[config.mk]
export PLATFORM = sky130hd
export DESIGN_NAME = barrido_display
export DESIGN_NICKNAME = d
export VERILOG_FILES = /design/src/rtl/barrido_display.sv
export SDC_FILE = /design/constraint.sdc
export NUM_CORES = 1
export LEC_CHECK = 0
export ABC_AREA = 1
export ABC_CLOCK_PERIOD_IN_PS = 4700
export BUFFER_PORTS_ARGS = -buffer_cell sky130_fd_sc_hd__buf_2
export CAP_MARGIN = 20
export CORE_ASPECT_RATIO = 1.5
export CORE_MARGIN = 4
export CORE_UTILIZATION = 50
export CTS_CLUSTER_DIAMETER = 60
export DETAILED_ROUTE_END_ITERATION = 7
export GPL_TIMING_DRIVEN = 0
export PLACE_DENSITY = 0.73
export SYNTH_ARGS = -nofsm -noshare
export SYNTH_HDL_FRONTEND = slang
export SYNTH_SLANG_ARGS = --single-unit
[constraint.sdc]
create_clock -name reloj -period 4.7 [get_ports reloj]
set_input_delay 0.94 -clock reloj [delete_from_list [all_inputs] [get_ports reloj]]
set_output_delay 0.94 -clock reloj [all_outputs]
set_load 0.05 [all_outputs]
[src/rtl/barrido_display.sv]
// Multiplexed 7-segment scanner: slot prescaler, digit selector,
// registered active-low outputs with a blanking guard at each slot start.
module barrido_display #(
  parameter int DIV = 100000,
  parameter int BLANK = 16,
  parameter int N_DIGITOS = 4,
  localparam int SELW = $clog2(N_DIGITOS)
) (
  input  logic                   reloj,
  input  logic                   reset,
  input  logic                   habilitar,
  input  logic [4*N_DIGITOS-1:0] digitos,
  input  logic [N_DIGITOS-1:0]   puntos,
  output logic                   tick_actualizacion,
  output logic [SELW-1:0]        digito_sel,
  output logic [N_DIGITOS-1:0]   anodos,
  output logic [6:0]             segmentos,
  output logic                   punto
);

  localparam int PW = $clog2(DIV);
  localparam logic [PW-1:0] P_LAST = PW'(DIV - 1);
  localparam logic [PW-1:0] P_BLANK = PW'(BLANK);
  localparam logic [SELW-1:0] S_LAST = SELW'(N_DIGITOS - 1);

  logic [PW-1:0]        presc_q, presc_d;
  logic [SELW-1:0]      sel_q, sel_d;
  logic                 tick_q, tick_d;
  logic [N_DIGITOS-1:0] an_q, an_d;
  logic [6:0]           seg_q, seg_d;
  logic                 pt_q, pt_d;

  logic                 activo;
  logic [3:0]           nib;
  logic                 dp;
  logic [N_DIGITOS-1:0] an_sel;

  function automatic logic [6:0] decode(input logic [3:0] v);
    logic [6:0] s;
    unique case (v)
      4'h0: s = 7'h40;
      4'h1: s = 7'h79;
      4'h2: s = 7'h24;
      4'h3: s = 7'h30;
      4'h4: s = 7'h19;
      4'h5: s = 7'h12;
      4'h6: s = 7'h02;
      4'h7: s = 7'h78;
      4'h8: s = 7'h00;
      4'h9: s = 7'h10;
      4'hA: s = 7'h08;
      4'hB: s = 7'h03;
      4'hC: s = 7'h46;
      4'hD: s = 7'h21;
      4'hE: s = 7'h06;
      4'hF: s = 7'h0E;
    endcase
    return s;
  endfunction

  // Digit mux by loop so non-power-of-2 counts never index past the bus
  always_comb begin
    nib = 4'h0;
    dp = 1'b0;
    an_sel = '1;
    for (int i = 0; i < N_DIGITOS; i++) begin
      if (sel_q == SELW'(i)) begin
        nib = digitos[4*i +: 4];
        dp = puntos[i];
        an_sel[i] = 1'b0;
      end
    end
  end

  assign activo = (presc_q >= P_BLANK);

  always_comb begin
    presc_d = presc_q;
    sel_d = sel_q;
    tick_d = 1'b0;
    an_d = '1;
    seg_d = 7'h7F;
    pt_d = 1'b1;
    if (habilitar) begin
      if (presc_q == P_LAST) begin
        presc_d = '0;
        tick_d = 1'b1;
        sel_d = (sel_q == S_LAST) ? '0 : sel_q + 1'b1;
      end else begin
        presc_d = presc_q + 1'b1;
      end
      if (activo) begin
        an_d = an_sel;
        seg_d = decode(nib);
        pt_d = ~dp;
      end
    end
  end

  always_ff @(posedge reloj) begin
    if (reset) begin
      presc_q <= '0;
      sel_q <= '0;
      tick_q <= 1'b0;
      an_q <= '1;
      seg_q <= 7'h7F;
      pt_q <= 1'b1;
    end else begin
      presc_q <= presc_d;
      sel_q <= sel_d;
      tick_q <= tick_d;
      an_q <= an_d;
      seg_q <= seg_d;
      pt_q <= pt_d;
    end
  end

  assign tick_actualizacion = tick_q;
  assign digito_sel = sel_q;
  assign anodos = an_q;
  assign segmentos = seg_q;
  assign punto = pt_q;

endmodule

==> run summary <==
The run finished with clean final reports. In the routed design, unresolved DRC markers number 0. The aggregate routed wire length came out at 3.919 mm.

Of the total synthesized cell area, the portion taken by AND, OR, NAND and NOR gates is 35.72%. The H-tree generated during clock tree synthesis spans 2 levels. The cell depth of the worst hold path is 2. The required time of the critical path is 4.87 ns. The antenna diode count came out at 0. The TritonCTS buffer count is 5. The cell sitting at the root of the clock tree is a clkbuf_8. The count of TritonRoute iterations in the first routing pass came out at 4. The static leakage power came out at 1.058 nW. TritonCTS built the clock tree.

The final critical-path required period came out at 2.281 ns. The number of vias per cell is 4.951. The max-capacitance violation count came out at 0. The areal power density over the cells came out at 247.6 nW/um2. The cell type of the slowest stage on the worst timing path is dfxtp_1. The fraction of layout cells with a size suffix above 1 is 23.36%.

The post-layout worst setup margin is 2.419 ns. The global placement routability congestion came out at 0.8976. The clock tree skew after final layout is 0.005251 ns. The clock latency at the later pin of the worst-skew pair came out at 0.28 ns. The number of sinks handled by clock tree synthesis is 32.

The vertical die dimension is 82.21 um. The number of post-CTS setup repair buffers is 0. The worst setup path is launched from a register. The sum of net half-perimeters after detailed placement came out at 3.115 mm. The buffer levels on the longest clock path came out at 2. The initial antenna violation count is 0. Multiplexer cells account for 0% of the synthesized area. After global routing the overflow that remains totals 0. Walking the worst path, the cells encountered are inv_1 > ha_1 > buf_6 > a21oi_1 > nand2_1 > a21boi_1 > inv_1 > ha_1 > nand2_1 > nand2_1 > nand2_1 > nand3_1. The count of standard-cell rows is 26. The number of buffer and inverter instances along the worst setup path is 3. The total standard cell area after synthesis is 1836 um2.

Counting stages on the worst path, the most repeated cell is nand2_1. The critical path runs through a total of 12 cells. The aggregate global-route resource usage is 18.66%. After synthesis, the cell types taking the most area are dfxtp_1 (35%), nand2_1 (14%), ha_1 (8.2%).

The number of flip-flops and latches in the synthesized netlist is 32. The final critical-path share of the clock period came out at 48.53%. At the pin with the least slew margin, the transition time is 0.4788 ns. The signed area change from the synthesized netlist to the final layout is 17.72%. The worst-case hold slack is 0.4836 ns. Synthesis produced a netlist with a net count of 295. The tightest slew margin relative to the limit came out at 68.01%.

Cells fill 62.08% of the core in the end. The compound-cell area share of the yosys netlist came out at 8.316%. By area, the combinational part of the netlist is dominated by simple AND/OR/NAND/NOR gates. The final-layout fill cell count came out at 343. The width of the chip is 57.47 um. The cell family with the largest share of critical-path delay is compound AO/OA/AOI/OAI gates. The CTS clock-pin slew for the worst setup and hold paths is 0.07 ns. In the final timing run, aggregate negative setup slack is 0 ns.

For this run, the register share of the synthesized area comes to 34.90%. The final net count is 338. The pin count of the biggest net entering global routing is 11. For this run, the number of Yosys warnings is 0. Setup repair after global routing left no endpoint under its margin. Buffers placed on the I/O ports in this run total 36. The number of DRC markers after the initial detailed-route iteration came out at 47. The worst setup path is captured at a register.

The remaining number of nets flagged by the antenna check after routing is 0. The number of resized instances in the post-cts repair step is 0. The xor-xnor portion of the synthesized cell area came out at 3.340%. Hold repair after CTS inserted 0 buffers.

The largest incremental delay on the critical path is 0.41 ns. The worst hold path belongs to the class register to register. Prior to clock tree synthesis, the placed netlist has a worst setup slack of 2.242 ns. The die area is 4724 um2. The per-instance average area after synthesis is 7.060 um2. In this run the count of I/O pins placed on the die edge is 38. The number of different library cells in the post-synthesis netlist is 31. The number of pins with negative max-slew slack in the final report came out at 0. The count of endpoints failing setup in the final report is 0. The core footprint came out at 3481 um2. Derived from the worst setup path, the maximum achievable clock frequency is 0.4385 GHz. The cell count after synthesis is 260. The largest total area in the synthesized netlist belongs to dfxtp_1.

The hold violation total from the final report is 0. In this run the worst path has a maximum fanout of 10. Across the VDD grid, the largest voltage drop is 197.1 uV. The wire length per cell after detailed routing is 11.33 um.

The via count of the first global-routing pass came out at 1684. At the worst endpoint, the arrival time is 2.45 ns. The initial utilization of the core area, before any placement, comes to 52.73%.

Measured in cells, the most critical reg-to-reg path has a length of 12. The total number of vias came out at 1713. The synthesized netlist devotes 8.180% of its cell area to adder and majority cells.

The top cell type's share of synthesized area came out at 34.90%. The global-route wire length before repair is 6.824 mm. The type of the worst setup path is register to register.
## final cells by class
cell class / instances / area [um2] / share of cell area [%]
flip-flops and latches: 32 / 640.6 / 29.65
well taps: 42 / 52.55 / 2.432
repair buffers: 36 / 180.2 / 8.338
multi-input cells: 188 / 1020 / 47.19
inverters: 35 / 132.6 / 6.138
plain buffers: 5 / 42.54 / 1.969
clock buffers: 6 / 82.58 / 3.822
clock inverters: 2 / 10.01 / 0.4632
## placed cells by master, fill, tap and decap left out, drive strengths merged
master   n
dfxtp   32
ha      12
clkbuf   7
a22oi    1
nand3   20
clkinv   3
inv     34
a21oi   14
nor3     4
o21ai    6
nand4    2
xnor2    2
a21boi   1
buf     40
nand2   75
and2     2
a211oi   2
and3     3
o211ai   2
nor2    37
xor2     5
## final timing paths
path                               startpoint            to  slack, ns
worst max-delay path            digito_sel[0]  segmentos[3]       2.42
worst min-delay path               presc_q[6]    presc_q[6]       0.48
worst max register to register  digito_sel[0]  segmentos[3]       2.42
worst min register to register     presc_q[6]    presc_q[6]       0.48
## per-stage QoR
step,instances,power (mW),instance area [um2]
6_report,346,0.5351,2161
3_5_place_dp,338,0.3220,2068
4_1_cts,346,0.5439,2161
2_1_floorplan,260,0.3063,1836
5_1_grt,346,0.5593,2161
3_3_place_gp,338,0.3215,2068
## synth_stat cells (all sizes together)
cell type	number
nand2	75
nor2	37
inv	34
dfxtp	32
nand3	20
a21oi	14
ha	12
o21ai	6
xor2	5
buf	4
nor3	4
and3	3
a211oi	2
and2	2
nand4	2
o211ai	2
xnor2	2
a21boi	1
a22oi	1
clkbuf	1
clkinv	1
## report_power, final
part	internal [mW]	leakage, nW	total (mW)	switching (mW)
Clock	0.117	0.0510	0.219	0.102
Combinational	0.0168	0.748	0.0419	0.0251
Sequential	0.273	0.259	0.274	0.00134
## flip-flops by register name (all words and copies together), names as in the netlist
signal              count
digito_sel              2
presc_q                17
segmentos               7
tick_actualizacion      1
anodos                  4
punto                   1
## worst min-delay path, delay by kind of cell, from the launching register on
kind / cells / cell delay (ns)
flops: 1 / 0.33
compound gates: 1 / 0.06
buf+inv: 1 / 0.05
## routing by layer
metal,GRT usage (%),wire [um],up-vias
li1,-,-,894
met1,17.33,1427,763
met2,37.10,2153,45
met3,4.199,234,11
met4,9.281,103,0
met5,0,0,-
## cell families (layout without fill, tap and decap cells)
family,count (synthesis),in the layout
and+or+nand+nor,143,143
buffers and inverters,40,84
AOI/OAI and AO/OA,26,26
DFF,32,32
xor gates and xnor gates,7,7
adders and majority gates,12,12
Power figures use the tool's default switching activity.
